==> src/rtl/posit_pkg.sv <==
// Shared widths, special posit encodings and the stage-1 record for the
// posit round/encode output stage.
package posit_pkg;

  localparam int N  = 16;
  localparam int ES = 1;
  localparam int SW = 7;

  localparam int MAX_SCALE = (N - 2) << ES;

  localparam logic [N-1:0] POSIT_MAXPOS = 16'h7FFF;
  localparam logic [N-1:0] POSIT_MINPOS = 16'h0001;
  localparam logic [N-1:0] POSIT_NAR    = 16'h8000;
  localparam logic [N-1:0] POSIT_ZERO   = 16'h0000;

  // Stage-1 register contents: truncated magnitude plus everything rounding needs.
  typedef struct packed {
    logic         sign;
    logic [N-2:0] kept;
    logic         guard;
    logic         sticky;
    logic         sat_max;
    logic         sat_min;
    logic         zero;
    logic         nar;
  } s1_t;

  // Number of regime bits, terminator included, for regime value k.
  function automatic int regime_len(input int k);
    return (k >= 0) ? k + 2 : 1 - k;
  endfunction

endpackage

==> src/rtl/posit_round_encode_if.sv <==
// Operand/result handshake bundle between the normalizer and the posit
// round/encode stage.
interface posit_round_encode_if;
  import posit_pkg::*;

  logic          i_valid;
  logic          o_ready;
  logic          i_sign;
  logic [SW-1:0] i_scale;
  logic [N:0]    i_frac;
  logic          i_sticky;
  logic          i_zero;
  logic          i_nar;
  logic          o_valid;
  logic          i_ready;
  logic [N-1:0]  o_posit;

  modport master (
    output i_valid, i_sign, i_scale, i_frac, i_sticky, i_zero, i_nar, i_ready,
    input  o_ready, o_valid, o_posit
  );

  modport slave (
    input  i_valid, i_sign, i_scale, i_frac, i_sticky, i_zero, i_nar, i_ready,
    output o_ready, o_valid, o_posit
  );

endinterface

==> src/rtl/posit_regime_shifter.sv <==
// Builds the regime/exponent/fraction string and right-aligns it by the
// regime length, returning the kept magnitude bits, guard and sticky.
module posit_regime_shifter
  import posit_pkg::*;
(
  input  logic [SW-1:0] scale,
  input  logic [N-1:0]  frac,
  output logic [N-2:0]  kept,
  output logic          guard,
  output logic          sticky
);

  // Wider than 2N so the longest in-range regime still keeps its whole tail.
  localparam int FW      = 2 * N + 8;
  localparam int SH_BITS = 4;

  logic signed [SW-1:0] k;
  logic                 k_neg;
  logic                 fill;
  logic [SH_BITS-1:0]   amt;
  logic [FW-1:0]        stage [0:SH_BITS];

  assign k     = $signed(scale) >>> ES;
  assign k_neg = k[SW-1];
  assign fill  = ~k_neg;

  // Out-of-range scales saturate downstream, so truncating amt is harmless.
  assign amt = SH_BITS'(k_neg ? regime_len(int'(k)) - 1 : regime_len(int'(k)) - 2);

  // Positive k: "10" shifted in with ones; negative k: "1" shifted in with zeros.
  assign stage[0] = k_neg ? {1'b1, scale[ES-1:0], frac, {(FW - 1 - ES - N){1'b0}}}
                          : {2'b10, scale[ES-1:0], frac, {(FW - 2 - ES - N){1'b0}}};

  genvar gi;
  generate
    for (gi = 0; gi < SH_BITS; gi++) begin : g_shift
      assign stage[gi+1] = amt[gi] ? {{(2**gi){fill}}, stage[gi][FW-1:2**gi]}
                                   : stage[gi];
    end
  endgenerate

  assign kept   = stage[SH_BITS][FW-1 -: N-1];
  assign guard  = stage[SH_BITS][FW-N];
  assign sticky = |stage[SH_BITS][FW-N-1:0];

endmodule

==> src/rtl/posit_round_encode.sv <==
// Two-stage elastic output stage: encode regime/exponent/fraction, then
// round to nearest even, saturate, negate and emit the posit.
module posit_round_encode
  import posit_pkg::*;
(
  input logic                 i_clk,
  input logic                 i_rst_n,
  posit_round_encode_if.slave bus
);

  logic          s1_valid_reg;
  s1_t           s1_reg;
  s1_t           s1_next;
  logic          s2_valid_reg;
  logic [N-1:0]  s2_posit_reg;
  logic [N-1:0]  s2_posit_next;

  logic          s1_adv;
  logic          in_ready;

  logic [N-2:0]  sh_kept;
  logic          sh_guard;
  logic          sh_sticky;

  logic          round_up;
  logic [N-1:0]  mag;

  // The hidden one is implied by the normalizer and carries no information here.
  logic          unused_hidden;
  assign unused_hidden = bus.i_frac[N];

  assign s1_adv   = !s2_valid_reg || bus.i_ready;
  assign in_ready = !s1_valid_reg || s1_adv;

  assign bus.o_ready = in_ready;
  assign bus.o_valid = s2_valid_reg;
  assign bus.o_posit = s2_posit_reg;

  posit_regime_shifter u_shifter (
    .scale  (bus.i_scale),
    .frac   (bus.i_frac[N-1:0]),
    .kept   (sh_kept),
    .guard  (sh_guard),
    .sticky (sh_sticky)
  );

  always_comb begin
    s1_next         = '0;
    s1_next.sign    = bus.i_sign;
    s1_next.kept    = sh_kept;
    s1_next.guard   = sh_guard;
    s1_next.sticky  = sh_sticky | bus.i_sticky;
    s1_next.sat_max = int'($signed(bus.i_scale)) > MAX_SCALE;
    s1_next.sat_min = int'($signed(bus.i_scale)) < -MAX_SCALE;
    s1_next.nar     = bus.i_nar;
    s1_next.zero    = bus.i_zero & ~bus.i_nar;
  end

  // Rounding never carries into NaR and never collapses a nonzero value to zero.
  always_comb begin
    round_up = s1_reg.guard && (s1_reg.kept[0] || s1_reg.sticky) &&
               (s1_reg.kept != POSIT_MAXPOS[N-2:0]);
    mag = {1'b0, s1_reg.kept} + N'(round_up);
    if (mag == POSIT_ZERO) begin
      mag = POSIT_MINPOS;
    end
    if (s1_reg.sat_max) begin
      mag = POSIT_MAXPOS;
    end else if (s1_reg.sat_min) begin
      mag = POSIT_MINPOS;
    end
    s2_posit_next = s1_reg.sign ? -mag : mag;
    if (s1_reg.nar) begin
      s2_posit_next = POSIT_NAR;
    end else if (s1_reg.zero) begin
      s2_posit_next = POSIT_ZERO;
    end
  end

  always_ff @(posedge i_clk or negedge i_rst_n) begin
    if (!i_rst_n) begin
      s1_valid_reg <= 1'b0;
      s1_reg       <= '0;
      s2_valid_reg <= 1'b0;
      s2_posit_reg <= '0;
    end else begin
      if (in_ready) begin
        s1_valid_reg <= bus.i_valid;
        if (bus.i_valid) begin
          s1_reg <= s1_next;
        end
      end
      if (s1_adv) begin
        s2_valid_reg <= s1_valid_reg;
        if (s1_valid_reg) begin
          s2_posit_reg <= s2_posit_next;
        end
      end
    end
  end

endmodule
==> src/flat_wrapper.sv <==
// flat-port wrapper written by rule: the top's interface ports become plain ports
module posit_round_encode_flat import posit_pkg::*;
  (i_clk, i_rst_n, bus_i_valid, bus_i_sign, bus_i_scale, bus_i_frac, bus_i_sticky, bus_i_zero, bus_i_nar, bus_i_ready, bus_o_ready, bus_o_valid, bus_o_posit);
  posit_round_encode_if bus_i ();
  input logic i_clk;
  input logic i_rst_n;
  input wire logic [$bits(bus_i.i_valid)-1:0] bus_i_valid;
  input wire logic [$bits(bus_i.i_sign)-1:0] bus_i_sign;
  input wire logic [$bits(bus_i.i_scale)-1:0] bus_i_scale;
  input wire logic [$bits(bus_i.i_frac)-1:0] bus_i_frac;
  input wire logic [$bits(bus_i.i_sticky)-1:0] bus_i_sticky;
  input wire logic [$bits(bus_i.i_zero)-1:0] bus_i_zero;
  input wire logic [$bits(bus_i.i_nar)-1:0] bus_i_nar;
  input wire logic [$bits(bus_i.i_ready)-1:0] bus_i_ready;
  output wire logic [$bits(bus_i.o_ready)-1:0] bus_o_ready;
  output wire logic [$bits(bus_i.o_valid)-1:0] bus_o_valid;
  output wire logic [$bits(bus_i.o_posit)-1:0] bus_o_posit;
  assign bus_i.i_valid = bus_i_valid;
  assign bus_i.i_sign = bus_i_sign;
  assign bus_i.i_scale = bus_i_scale;
  assign bus_i.i_frac = bus_i_frac;
  assign bus_i.i_sticky = bus_i_sticky;
  assign bus_i.i_zero = bus_i_zero;
  assign bus_i.i_nar = bus_i_nar;
  assign bus_i.i_ready = bus_i_ready;
  assign bus_o_ready = bus_i.o_ready;
  assign bus_o_valid = bus_i.o_valid;
  assign bus_o_posit = bus_i.o_posit;
  posit_round_encode u_core (.i_clk(i_clk), .i_rst_n(i_rst_n), .bus(bus_i));
endmodule
==> config.mk <==
export PLATFORM = sky130hd
export DESIGN_NAME = posit_round_encode_flat
export DESIGN_NICKNAME = d
export VERILOG_FILES = /design/src/rtl/posit_pkg.sv /design/src/rtl/posit_round_encode_if.sv /design/src/rtl/posit_regime_shifter.sv /design/src/rtl/posit_round_encode.sv /design/src/flat_wrapper.sv
export SDC_FILE = /design/constraint.sdc
export NUM_CORES = 1
export LEC_CHECK = 0
export CAP_MARGIN = 20
export CORE_MARGIN = 1.5
export CORE_UTILIZATION = 34
export CTS_CLUSTER_DIAMETER = 120
export DETAILED_ROUTE_END_ITERATION = 8
export PLACE_DENSITY = 0.53
export SETUP_SLACK_MARGIN = 0.02
export SLEW_MARGIN = 20
export SYNTH_ARGS = -nofsm -noshare
export SYNTH_HDL_FRONTEND = slang
export SYNTH_HIERARCHICAL = 1
export SYNTH_SLANG_ARGS = --single-unit
==> constraint.sdc <==
create_clock -name i_clk -period 6.15 [get_ports i_clk]
set_clock_uncertainty 0.2 [all_clocks]
set_input_delay 1.23 -clock i_clk [delete_from_list [all_inputs] [get_ports i_clk]]
set_output_delay 1.23 -clock i_clk [all_outputs]
set_load 0.05 [all_outputs]
Yosys cells after proc, flatten, opt, wreduce, memory -nomap -nowiden
Cells that the tools add are included.
Widths: inputs -> output; s select.
- output and inout port bits: 18
- logic and storage cells: 49
- bits in registers: 40
- equal/unequal tests: 1
- bitwise operators: 4
- add/subtract/negate cells: 6
- order comparisons: 3
- reductions and logical operators: 11
- mux-type cells: 13
- operators with widths (operator ; number):
    $mux 40 ; 4
    $mux 16 ; 6
    $mux 39 ; 1
    $reduce_or 24->1 ; 1
    $add 15x1->16 ; 1
    $logic_not 16->1 ; 1
    $neg 16->16 ; 1
    $ne 15x15->1 const B ; 1
    $mux 4 ; 2
    $gt 7x6->1 const B ; 1
    $lt 7x6->1 const B ; 1
    $ge 6x1->1 const B ; 1
    $add 4x3->4 const B ; 1
    $reduce_and 2->1 ; 2
    $sub 2x4->4 const A ; 1
    $sub 4x2->4 const B ; 1
    $sub 4x3->4 const B ; 1
    $logic_or 1x1->1 ; 3
    $logic_and 1x1->1 ; 2
    $logic_not 1->1 ; 2
    $not 1->1 ; 2
    $and 1x1->1 ; 1
    $or 1x1->1 ; 1

Logic depth before layout (Yosys ltp)
Gate-level depths: netlist (run 1).
- depth in word-level cells: 12
- mapped depth: 22
- gate-level depth less buffers: 18

By module
The synthesis (run 1) kept the hierarchy.
- modules (own cells, without submodules) (module ; times used ; area each (um2) ; cells each):
    posit_round_encode ; 1 ; 2706.3 ; 303
    posit_regime_shifter ; 1 ; 1217.4 ; 195

Least setup slack after synthesis (run 1)
OpenSTA, ideal clock, no wires.
- kind: reg-to-reg
- start: reg u_core/s1_reg[11] (netlist bit)
- end: reg u_core.s2_posit_reg[12] (netlist: u_core/bus.o_posit[12])
- setup time: 0.121 ns
- cell stages (with the launch flop): 22
- setup slack: 1.878 ns
- buffers on the path: 3
- arrival: 3.951 ns
- cell sequence: dfrtp_1 buf_4 and3_1 clkbuf_1 nand2_1 nor3_1 a21oi_1 ha_1 ha_1 buf_2 nand3_1 or4_4 nor2_2 a31oi_1 nor4b_4 nor4_1 ha_1 and3_1 o2111ai_1 mux2i_1 o22ai_1 a22o_1
- cells in the longest elaborated chain, start to end: 11
- ends and longest elaborated chain (element ; RTL line ; text):
    start, declared ; posit_round_encode.sv:12 ; s1_t s1_reg;
    start signal, assigned ; posit_round_encode.sv:90 ; s1_reg <= s1_next;
    $ne 15x15->1 ; posit_round_encode.sv:62 ; (s1_reg.kept != POSIT_MAXPOS[N-2:0]);
    $logic_and 1x1->1 ; posit_round_encode.sv:61 ; round_up = s1_reg.guard && (s1_reg.kept[0] || s1_reg.sticky) &&
    $add 15x1->16 (*) ; posit_round_encode.sv:63 ; mag = {1'b0, s1_reg.kept} + N'(round_up);
    $logic_not 16->1 ; posit_round_encode.sv:64 ; if (mag == POSIT_ZERO) begin
    $mux 16 (*) ; posit_round_encode.sv:64 ;
    $mux 16 (*) ; posit_round_encode.sv:69 ; end else if (s1_reg.sat_min) begin
    $mux 16 (*) ; posit_round_encode.sv:67 ; if (s1_reg.sat_max) begin
    $neg 16->16 ; posit_round_encode.sv:72 ; s2_posit_next = s1_reg.sign ? -mag : mag;
    $mux 16 (*) ; posit_round_encode.sv:72 ;
    $mux 16 (*) ; posit_round_encode.sv:75 ; end else if (s1_reg.zero) begin
    $mux 16 (*) ; posit_round_encode.sv:73 ; if (s1_reg.nar) begin
    end signal, assigned ; posit_round_encode.sv:96 ; s2_posit_reg <= s2_posit_next;
    end, declared ; posit_round_encode.sv:15 ; logic [N-1:0] s2_posit_reg;
Mark *: on every way between the ends. The rest lies on a longest branch, timed or not.
A chain may end at the register's enable or synchronous reset.

Final worst setup path (run 1)
- start: reg u_core/s1_reg[10] (netlist bit)
- end: reg u_core.s2_posit_reg[12] (netlist: u_core/bus.o_posit[12])
The elaborated chain is that of the path after synthesis.

==> flow_summary.ini, run 1 <==
[power_and_ir_drop]
p_seq_share_pct = 29.7
power.switching_uw = 702
p_sw_share_pct = 44.5
vdd_ir_drop_max_mv = 0.172
pwr_density_cell_nw_per_um2 = 345
p_comb_share_pct = 50.6
clkPwrFrac_pct = 19.7
p_int_uw = 877
p_total_uw = 1580
leakage_uw = 0.00179

[drt]
wire_per_inst_um = 14.7
detail_route.first_pass.iterations = 6
vias = 3613
totalWireLength_mm = 9.64
vias_per_cell = 5.49
ant_nets = 0
drtIter0Drc = 98
drc = 0

[global_routing]
grt_pass1_vias = 3383
grt_overflow = 0
grt_max_degree = 45
antenna_found_initial = 0
grt_usage_pct = 15.8
grt_pass1_wl_mm = 16.4

[sta]
finalSetupViolCount = 0
rsz0062_at_grt = no
hold_viol = 0
fin_tns_setup_ns = 0
period_share_pct = 82.5
timing.fmax_ghz = 0.197
worst_pin_slew_ns = 0.984
drv_slew = 0
relSlewSlack_pct = 34.2
period_needed_ns = 5.08

[synthesis]
synth_most_common_cell = nand2_1
ys.flop_type = dfrtp_1
ys_ff_latch = 40
synth.area.top_cells = dfrtp_1 (26%), mux2i_1 (6.4%), mux2_2 (5.7%)
seq_area_frac_synth_pct = 25.5
synth_common_cells = nand2_1 (57), o21ai_0 (45), dfrtp_1 (40)
synth-edff-count = 0
async_flop_share_pct = 100
ys_types = 69
synth.largest_area_cell = dfrtp_1
yosysWarnings = 6
syn_area_sq_um = 3920
syn_inst = 498
synth_top_area_share_pct = 25.5
avgSynthCellArea_sq_um = 7.88
syn_nets = 538

[worst_setup_path]
critPathRequiredTime_ns = 6.12
crit_path_frequent_cell = ha_1
crit_chain = and3_1, nand2_1, nor3_1, a21oi_1, ha_1, ha_1, nand3_1, or4_4, nor2_2, a31oi_1, nor4b_4, nor4_1, ha_1, and3_1, o2111ai_1, mux2i_1, o22ai_1, a22o_1
end_kind = register
timing.critical_path.buf_inv = 0
crit_family = simple AND/OR/NAND/NOR gates
critPathKind = reg -> reg
rrSetupSlack_ns = 1.07
slowest_delay_ns = 0.55
cp.arrival_ns = 5.05
startpoint_type = register
crit_slowest_cell = nor4b_4
critical_path.max_fanout = 12

[clock_tree]
cts_tree = done
clk_path_buf_depth = 2
clock_sinks = 40
clk_pin_slew_ns = 0.06
cts_root_buffer = clkbuf_16
cts_hold_buf = 0
numCtsBuffers = 5
htreeDepth = 2
clock_latency_ns = 0.28
cts_resized = 0
post_cts_buffers = 0

[floorplanning]
start_util_pct = 34.7
core_area_sq_um = 11300
die_w_um = 110
die_area_sq_um = 12200
rows = 39
die_y_um = 110
io_pins = 50

[placed_design]
gp_congestion = 0.826
hpwl_mm = 7.30
port_buffers = 48

[cells_and_area]
largest_register_ffs = 22
num_antenna_cells = 0
nets = 554
layout-drive-gt1-share_pct = 9.32
syn_to_final_growth_pct = 16.5

[outcome]
status = complete, no violations

[worst_hold_path]
hold_class = reg -> reg

[run]
maxCapViolations = 0
[metrics by stage]
stage | utilization, % | hold slack, ns | instances | instance area (sq um) | worst slack [ns]
floorplan | - | 0.245 | 498 | 3920 | 1.88
detailed placement | 38.8 | 0.270 | 650 | 4390 | 1.10
CTS | 40.4 | 0.285 | 658 | 4570 | 1.09
global placement | 38.8 | 0.262 | 650 | 4390 | 1.15
finish | 40.4 | 0.277 | 658 | 4570 | 1.07
global route | 40.4 | 0.312 | 658 | 4570 | 0.711
[power groups by stage]
stage / registers, uW / logic [uW] / clock network [uW]
5_1_grt: 486 / 882 / 330
6_report: 469 / 799 / 311
2_1_floorplan: 512 / 552 / 0
3_5_place_dp: 472 / 798 / 0
3_3_place_gp: 468 / 794 / 0
4_1_cts: 467 / 803 / 318
[cell usage in the layout (no fill, tap or decap), drive strengths merged, types with 7 or more instances in the layout]
master / n
nand3: 22
xnor2: 18
inv: 7
o21ai: 46
a21oi: 36
ha: 8
o211ai: 7
nor3: 17
mux2i: 25
mux2: 21
nor2: 39
a31oi: 7
nand2: 57
xor2: 10
clkdlybuf4s50: 47
a211oi: 8
nand2b: 12
dfrtp: 40
[final cells by class]
class	instances	area, sq um
Clock inverter	2	38.8
Sequential cell	40	1000
Timing Repair Buffer	50	490
Tap cell	143	179
Inverter	8	30.0
Clock buffer	6	139
Fill cell	1156	6750
Multi-Input combinational cell	409	2690
[worst paths after layout]
path | startpoint | endpoint | depth (start not counted)
worst max-delay path | u_core/s1_reg[10]$_DFFE_PN0P_ | u_core/bus.o_posit[12]$_DFFE_PN0P_ | 18
worst min-delay path | u_core/bus.o_posit[7]$_DFFE_PN0P_ | u_core/bus.o_posit[7]$_DFFE_PN0P_ | 2
worst max register to register | u_core/s1_reg[10]$_DFFE_PN0P_ | u_core/bus.o_posit[12]$_DFFE_PN0P_ | 18
worst min register to register | u_core/bus.o_posit[7]$_DFFE_PN0P_ | u_core/bus.o_posit[7]$_DFFE_PN0P_ | 2
max in group asynchronous | i_rst_n | u_core/s1_reg[20]$_DFFE_PN0P_ | 1
min in group asynchronous | i_rst_n | u_core/bus.o_posit[7]$_DFFE_PN0P_ | 1
[routing by layer]
metal / global-route usage (%) / part of all wire (%)
met5: 0 / 0
met4: 3.59 / 0.87
met3: 1.76 / 2.9
met1: 21.2 / 49
met2: 27.4 / 47
[logic make-up (layout without fill, tap and decap cells)]
group / Yosys count / count (layout) / synth area share, %
mux: 47 / 47 / 13.1
flops: 40 / 40 / 25.5
simple gates: 183 / 183 / 23.5
buf+inv: 49 / 66 / 5.84
fa+ha+maj: 8 / 8 / 2.55
xor+xnor: 28 / 28 / 6.25
compound gates: 143 / 143 / 23.2
[tightest hold or removal path: cells and delay by family, from the launching register on]
family          cells  cell delay, ns
flops               1            0.34
simple gates        1            0.04
compound gates      1            0.06
Note: power is estimated with default switching activity, not from simulation.
==> inputs of run 2 (changes only) <==
==> constraint.sdc (replaced) <==
create_clock -name i_clk -period 4.9 [get_ports i_clk]
set_clock_uncertainty 0.2 [all_clocks]
set_input_delay 0.98 -clock i_clk [delete_from_list [all_inputs] [get_ports i_clk]]
set_output_delay 0.98 -clock i_clk [all_outputs]
set_load 0.05 [all_outputs]
==> flow_summary.ini, run 2 (same netlist as run 1, synthesis figures left out) <==
[global_routing]
antenna_found_initial = 0
use_met1_pct = 22.0
met3_usage_pct = 2.03
grt_pass1_wl_mm = 16.8
grt_max_degree = 42
grt_overflow = 0
grt_pass1_vias = 3491
grt_usage_pct = 16.2
busiest_layer = met2
grt_util_met2_pct = 27.3

[sta]
worst_pin_slew_ns = 0.999
relSlewSlack_pct = 32.9
setup_ws_ns = 0.349
period_share_pct = 92.9
timing.fmax_ghz = 0.220
finalSetupViolCount = 0
period_needed_ns = 4.55
drv_slew = 0
hold_viol = 0

[floorplanning]
die_y_um = 110
die_w_um = 110
core_area_sq_um = 11300
die_area_sq_um = 12200
rows = 39
start_util_pct = 34.7
io_pins = 50

[clock_tree]
cts_root_buffer = clkbuf_16
numCtsBuffers = 5
htreeDepth = 2
cts_hold_buf = 0
post_cts_buffers = 0
clk_path_buf_depth = 2
clock_sinks = 40
clk_pin_slew_ns = 0.06
clock_latency_ns = 0.28
cts_tree = done
cts_resized = 0

[worst_setup_path]
cp.arrival_ns = 4.50
critPathRequiredTime_ns = 4.85
startpoint_type = register
end_kind = register
critical_path.max_fanout = 9
critPathKind = reg -> reg

[cells_and_area]
final_common_cell = nand2_1
final_cell_mix = nand2_1 (57), clkdlybuf4s50_1 (47), o21ai_0 (45)
layout-drive-gt1-share_pct = 12.6
final_util_pct = 41.6
syn_to_final_growth_pct = 20.0
num_antenna_cells = 0
final_cells = 674
fillerInstances = 1200
largest_register_ffs = 22
nets = 570

[power_and_ir_drop]
power.switching_uw = 903
pwr_density_cell_nw_per_um2 = 434
clkPwrFrac_pct = 18.5
p_int_uw = 1140
p_total_uw = 2040
p_seq_share_pct = 26.1
leakage_uw = 0.00186
p_comb_share_pct = 55.4
p_sw_share_pct = 44.2
vdd_ir_drop_max_mv = 0.208

[drt]
vias = 3675
vias_per_cell = 5.45
drc = 0
ant_nets = 0
drtIter0Drc = 174
totalWireLength_mm = 9.83
wire_per_inst_um = 14.6
detail_route.first_pass.iterations = 4

[placed_design]
gp_congestion = 0.824
dp_cells = 666
hpwl_mm = 7.53
port_buffers = 48
preCtsSetupSlack_ns = 0.105

[worst_hold_path]
hold_class = reg -> reg

[run]
maxCapViolations = 0

[outcome]
status = complete, no violations
==> run 2: power by group through the flow <==
stage	registers [uW]	clock network (uW)	logic, uW
finish	534	379	1130
global route	551	404	1230
CTS	532	391	1120
detailed placement	538	0	1110
global placement	532	0	1110
floorplan	642	0	693
==> run 2: per-layer routing <==
layer | vias up | part of all wire, %
li1 | 1868 | -
met1 | 1727 | 48
met2 | 69 | 47
met4 | 0 | 1.4
met3 | 11 | 3.1
met5 | - | 0
==> run 2: path summary, 6_finish.rpt <==
path / from / end / slack (ns) / cells past startpoint
hold reg to reg: u_core/bus.o_posit[2]$_DFFE_PN0P_ / u_core/bus.o_posit[2]$_DFFE_PN0P_ / 0.28 / 2
min in group asynchronous: i_rst_n / u_core/s1_reg[11]$_DFFE_PN0P_ / 0.63 / 1
max in group asynchronous: i_rst_n / u_core/s1_reg[3]$_DFFE_PN0P_ / 3.32 / 1
hold / removal: u_core/bus.o_posit[2]$_DFFE_PN0P_ / u_core/bus.o_posit[2]$_DFFE_PN0P_ / 0.28 / 2
setup reg to reg: u_core/s1_reg[17]$_DFFE_PN0P_ / u_core/bus.o_posit[14]$_DFFE_PN0P_ / 0.35 / 18
setup / recovery: u_core/s1_reg[17]$_DFFE_PN0P_ / u_core/bus.o_posit[14]$_DFFE_PN0P_ / 0.35 / 18
==> run 2: area by class of cell <==
cell class,instances,area (sq um),share of cell area (%)
Clock inverter,3,46.3,0.983
Timing Repair Buffer,66,611,13.0
Multi-Input combinational cell,409,2720,57.7
Inverter,8,30.0,0.638
Sequential cell,40,1000,21.3
Clock buffer,5,125,2.66
Tap cell,143,179,3.80
==> run 2: critical path, stage by stage, from the launching register on <==
cell and delay [ns]:
dfrtp_1 0.45, nand2_1 0.16, or3_1 0.21, nor3_1 0.07, a21oi_1 0.14, ha_1 0.33, ha_4 0.24, nand3_1 0.12
or4_4 0.46, mux2i_1 0.14, a31oi_1 0.30, nor4b_4 0.10, nor4_2 0.27, ha_1 0.28, and3_1 0.23, o2111ai_1 0.19
o21ai_0 0.26, xnor2_1 0.16, o21ai_0 0.10
==> run 2: per-stage QoR <==
stage	instance area [sq um]	hold slack, ns	TNS (ns)
6_report	4710	0.276	0
4_1_cts	4690	0.284	0
3_5_place_dp	4510	0.269	0
3_3_place_gp	4510	0.262	0
2_1_floorplan	3920	0.245	0
5_1_grt	4710	0.291	-0.00899
==> inputs of run 3 (changes only) <==
--- a/config.mk
+++ b/config.mk
@@ -10,7 +10,7 @@
 export CORE_UTILIZATION = 34
 export CTS_CLUSTER_DIAMETER = 120
 export DETAILED_ROUTE_END_ITERATION = 8
-export PLACE_DENSITY = 0.53
+export PLACE_DENSITY = 0.6
 export SETUP_SLACK_MARGIN = 0.02
 export SLEW_MARGIN = 20
 export SYNTH_ARGS = -nofsm -noshare
==> flow_summary.ini, run 3 (same netlist as run 1, synthesis figures left out) <==
[outcome]
status = complete, no violations

[clock_tree]
clock_latency_ns = 0.29
cts_root_buffer = clkbuf_16
clk_pin_slew_ns = 0.06
cts_tree = done
htreeDepth = 2
post_cts_buffers = 0
numCtsBuffers = 5
clock_sinks = 40
clk_path_buf_depth = 2

[drt]
wire_per_inst_um = 13.9
ant_nets = 0
totalWireLength_mm = 9.33
vias = 3658
drtIter0Drc = 149
detail_route.first_pass.iterations = 4
drc = 0
vias_per_cell = 5.45

[sta]
whs_ns = 0.278
setup_ws_ns = 0.353
hold_viol = 0
period_share_pct = 92.8
period_needed_ns = 4.55
fin_tns_setup_ns = 0
relSlewSlack_pct = 35.3
drv_slew = 0
timing.fmax_ghz = 0.220
finalSetupViolCount = 0
rsz0062_at_grt = no
worst_pin_slew_ns = 0.968

[placed_design]
gp_congestion = 0.863
preCtsSetupSlack_ns = 0.170
dpl_cell_area_sq_um = 4490
port_buffers = 48
hpwl_mm = 7.25

[worst_setup_path]
startpoint_type = register
cp.arrival_ns = 4.52
critPathRequiredTime_ns = 4.88
critical_path.max_fanout = 9
worstReg2RegStart = u_core/s1_reg[18]$_DFFE_PN0P_
r2r_cells = 18
end_kind = register
critPathKind = reg -> reg
rrSetupSlack_ns = 0.35
timing.rr.end = u_core/bus.o_posit[12]$_DFFE_PN0P_

[worst_hold_path]
hp-start = u_core/bus.o_posit[9]$_DFFE_PN0P_
hold_class = reg -> reg
hold_depth = 2
min_to = u_core/bus.o_posit[9]$_DFFE_PN0P_

[power_and_ir_drop]
leakage_uw = 0.00185
clkPwrFrac_pct = 19.3
vdd_ir_drop_max_mv = 0.267
p_sw_share_pct = 43.7
p_comb_share_pct = 53.7
pwr_density_cell_nw_per_um2 = 432
power.switching_uw = 886
p_total_uw = 2030
p_int_uw = 1140
p_seq_share_pct = 27.0

[cells_and_area]
final_cell_mix = nand2_1 (57), clkdlybuf4s50_1 (47), o21ai_0 (45)
num_antenna_cells = 0
nets = 567
multi_input_area_sq_um = 2710
final_common_cell = nand2_1
largest_register_ffs = 22
fillerInstances = 1161
layout-drive-gt1-share_pct = 12.1
stdcell_area_sq_um = 4680
final-seq-area_sq_um = 1000
syn_to_final_growth_pct = 19.4

[floorplanning]
die_area_sq_um = 12200
io_pins = 50
die_y_um = 110
start_util_pct = 34.7
rows = 39
die_w_um = 110
core_area_sq_um = 11300

[global_routing]
grt_pass1_wl_mm = 16.1
grt_pass1_vias = 3429
antenna_found_initial = 0
grt_overflow = 0
grt_max_degree = 42
grt_usage_pct = 15.3

[run]
maxCapViolations = 0
run 3: how the worst max path moves through the flow:
stage	from	endpoint	slack, ns	cells after the start
finish	u_core/s1_reg[18]$_DFFE_PN0P_	u_core/bus.o_posit[12]$_DFFE_PN0P_	0.35	18
detailed placement	u_core/s1_reg[17]$_DFFE_PN0P_	u_core/bus.o_posit[14]$_DFFE_PN0P_	0.17	18
CTS	u_core/s1_reg[17]$_DFFE_PN0P_	u_core/bus.o_posit[14]$_DFFE_PN0P_	0.15	18
global route	u_core/s1_reg[18]$_DFFE_PN0P_	u_core/bus.o_posit[12]$_DFFE_PN0P_	0.05	18
global placement	u_core/s1_reg[17]$_DFFE_PN0P_	u_core/bus.o_posit[12]$_DFFE_PN0P_	0.25	18
floorplan	u_core/s1_reg[11]$_DFFE_PN0P_	u_core/bus.o_posit[12]$_DFFE_PN0P_	0.63	21
run 3: worst max-delay path, stage by stage (launching register included):
cell and delay, ns:
dfrtp_1 0.48, nand2_1 0.11, or3_1 0.43, nor3_1 0.20
a21oi_1 0.09, ha_1 0.25, ha_2 0.27, or4_1 0.42
o21ai_0 0.12, o21a_1 0.19, o211ai_1 0.13, nor4b_4 0.29
nor4_2 0.08, ha_1 0.26, and3_1 0.19, o2111ai_1 0.17
mux2i_1 0.23, o22ai_1 0.09, a22o_1 0.22
run 3: what timing repair did:
item,in CTS,in global routing
endpoints found under the setup margin,0,5
resized for setup,0,3
endpoints found under the hold margin,0,0
hold buffers,0,0
run 3: power by group through the flow:
stage               combinational [uW]  sequential, uW  clock (uW)
floorplan                          693             642           0
global placement                  1070             545           0
detailed placement                1080             551           0
CTS                               1080             545         403
global route                      1190             566         414
finish                            1090             546         391
run 3: metrics by stage:
stage,std cells,util [%]
4_1_cts,671,41.2
2_1_floorplan,498,-
5_1_grt,671,41.4
3_5_place_dp,663,39.7
3_3_place_gp,663,39.7
6_report,671,41.4
run 3: area by class of cell:
type,count,share of cell area (%)
multi-input cells,409,57.8
repair buffers,63,12.6
well taps,143,3.82
clock buffers,6,2.96
flip-flops and latches,40,21.4
clock inverters,2,0.828
inverters,8,0.641
run 3: metal layers:
layer | routed length, um | track usage (%) | vias up
met5 | 0 | 0 | -
met4 | 97 | 3.33 | 0
met3 | 235 | 1.65 | 7
met2 | 4580 | 26.9 | 66
met1 | 4420 | 20.4 | 1722
li1 | - | - | 1863
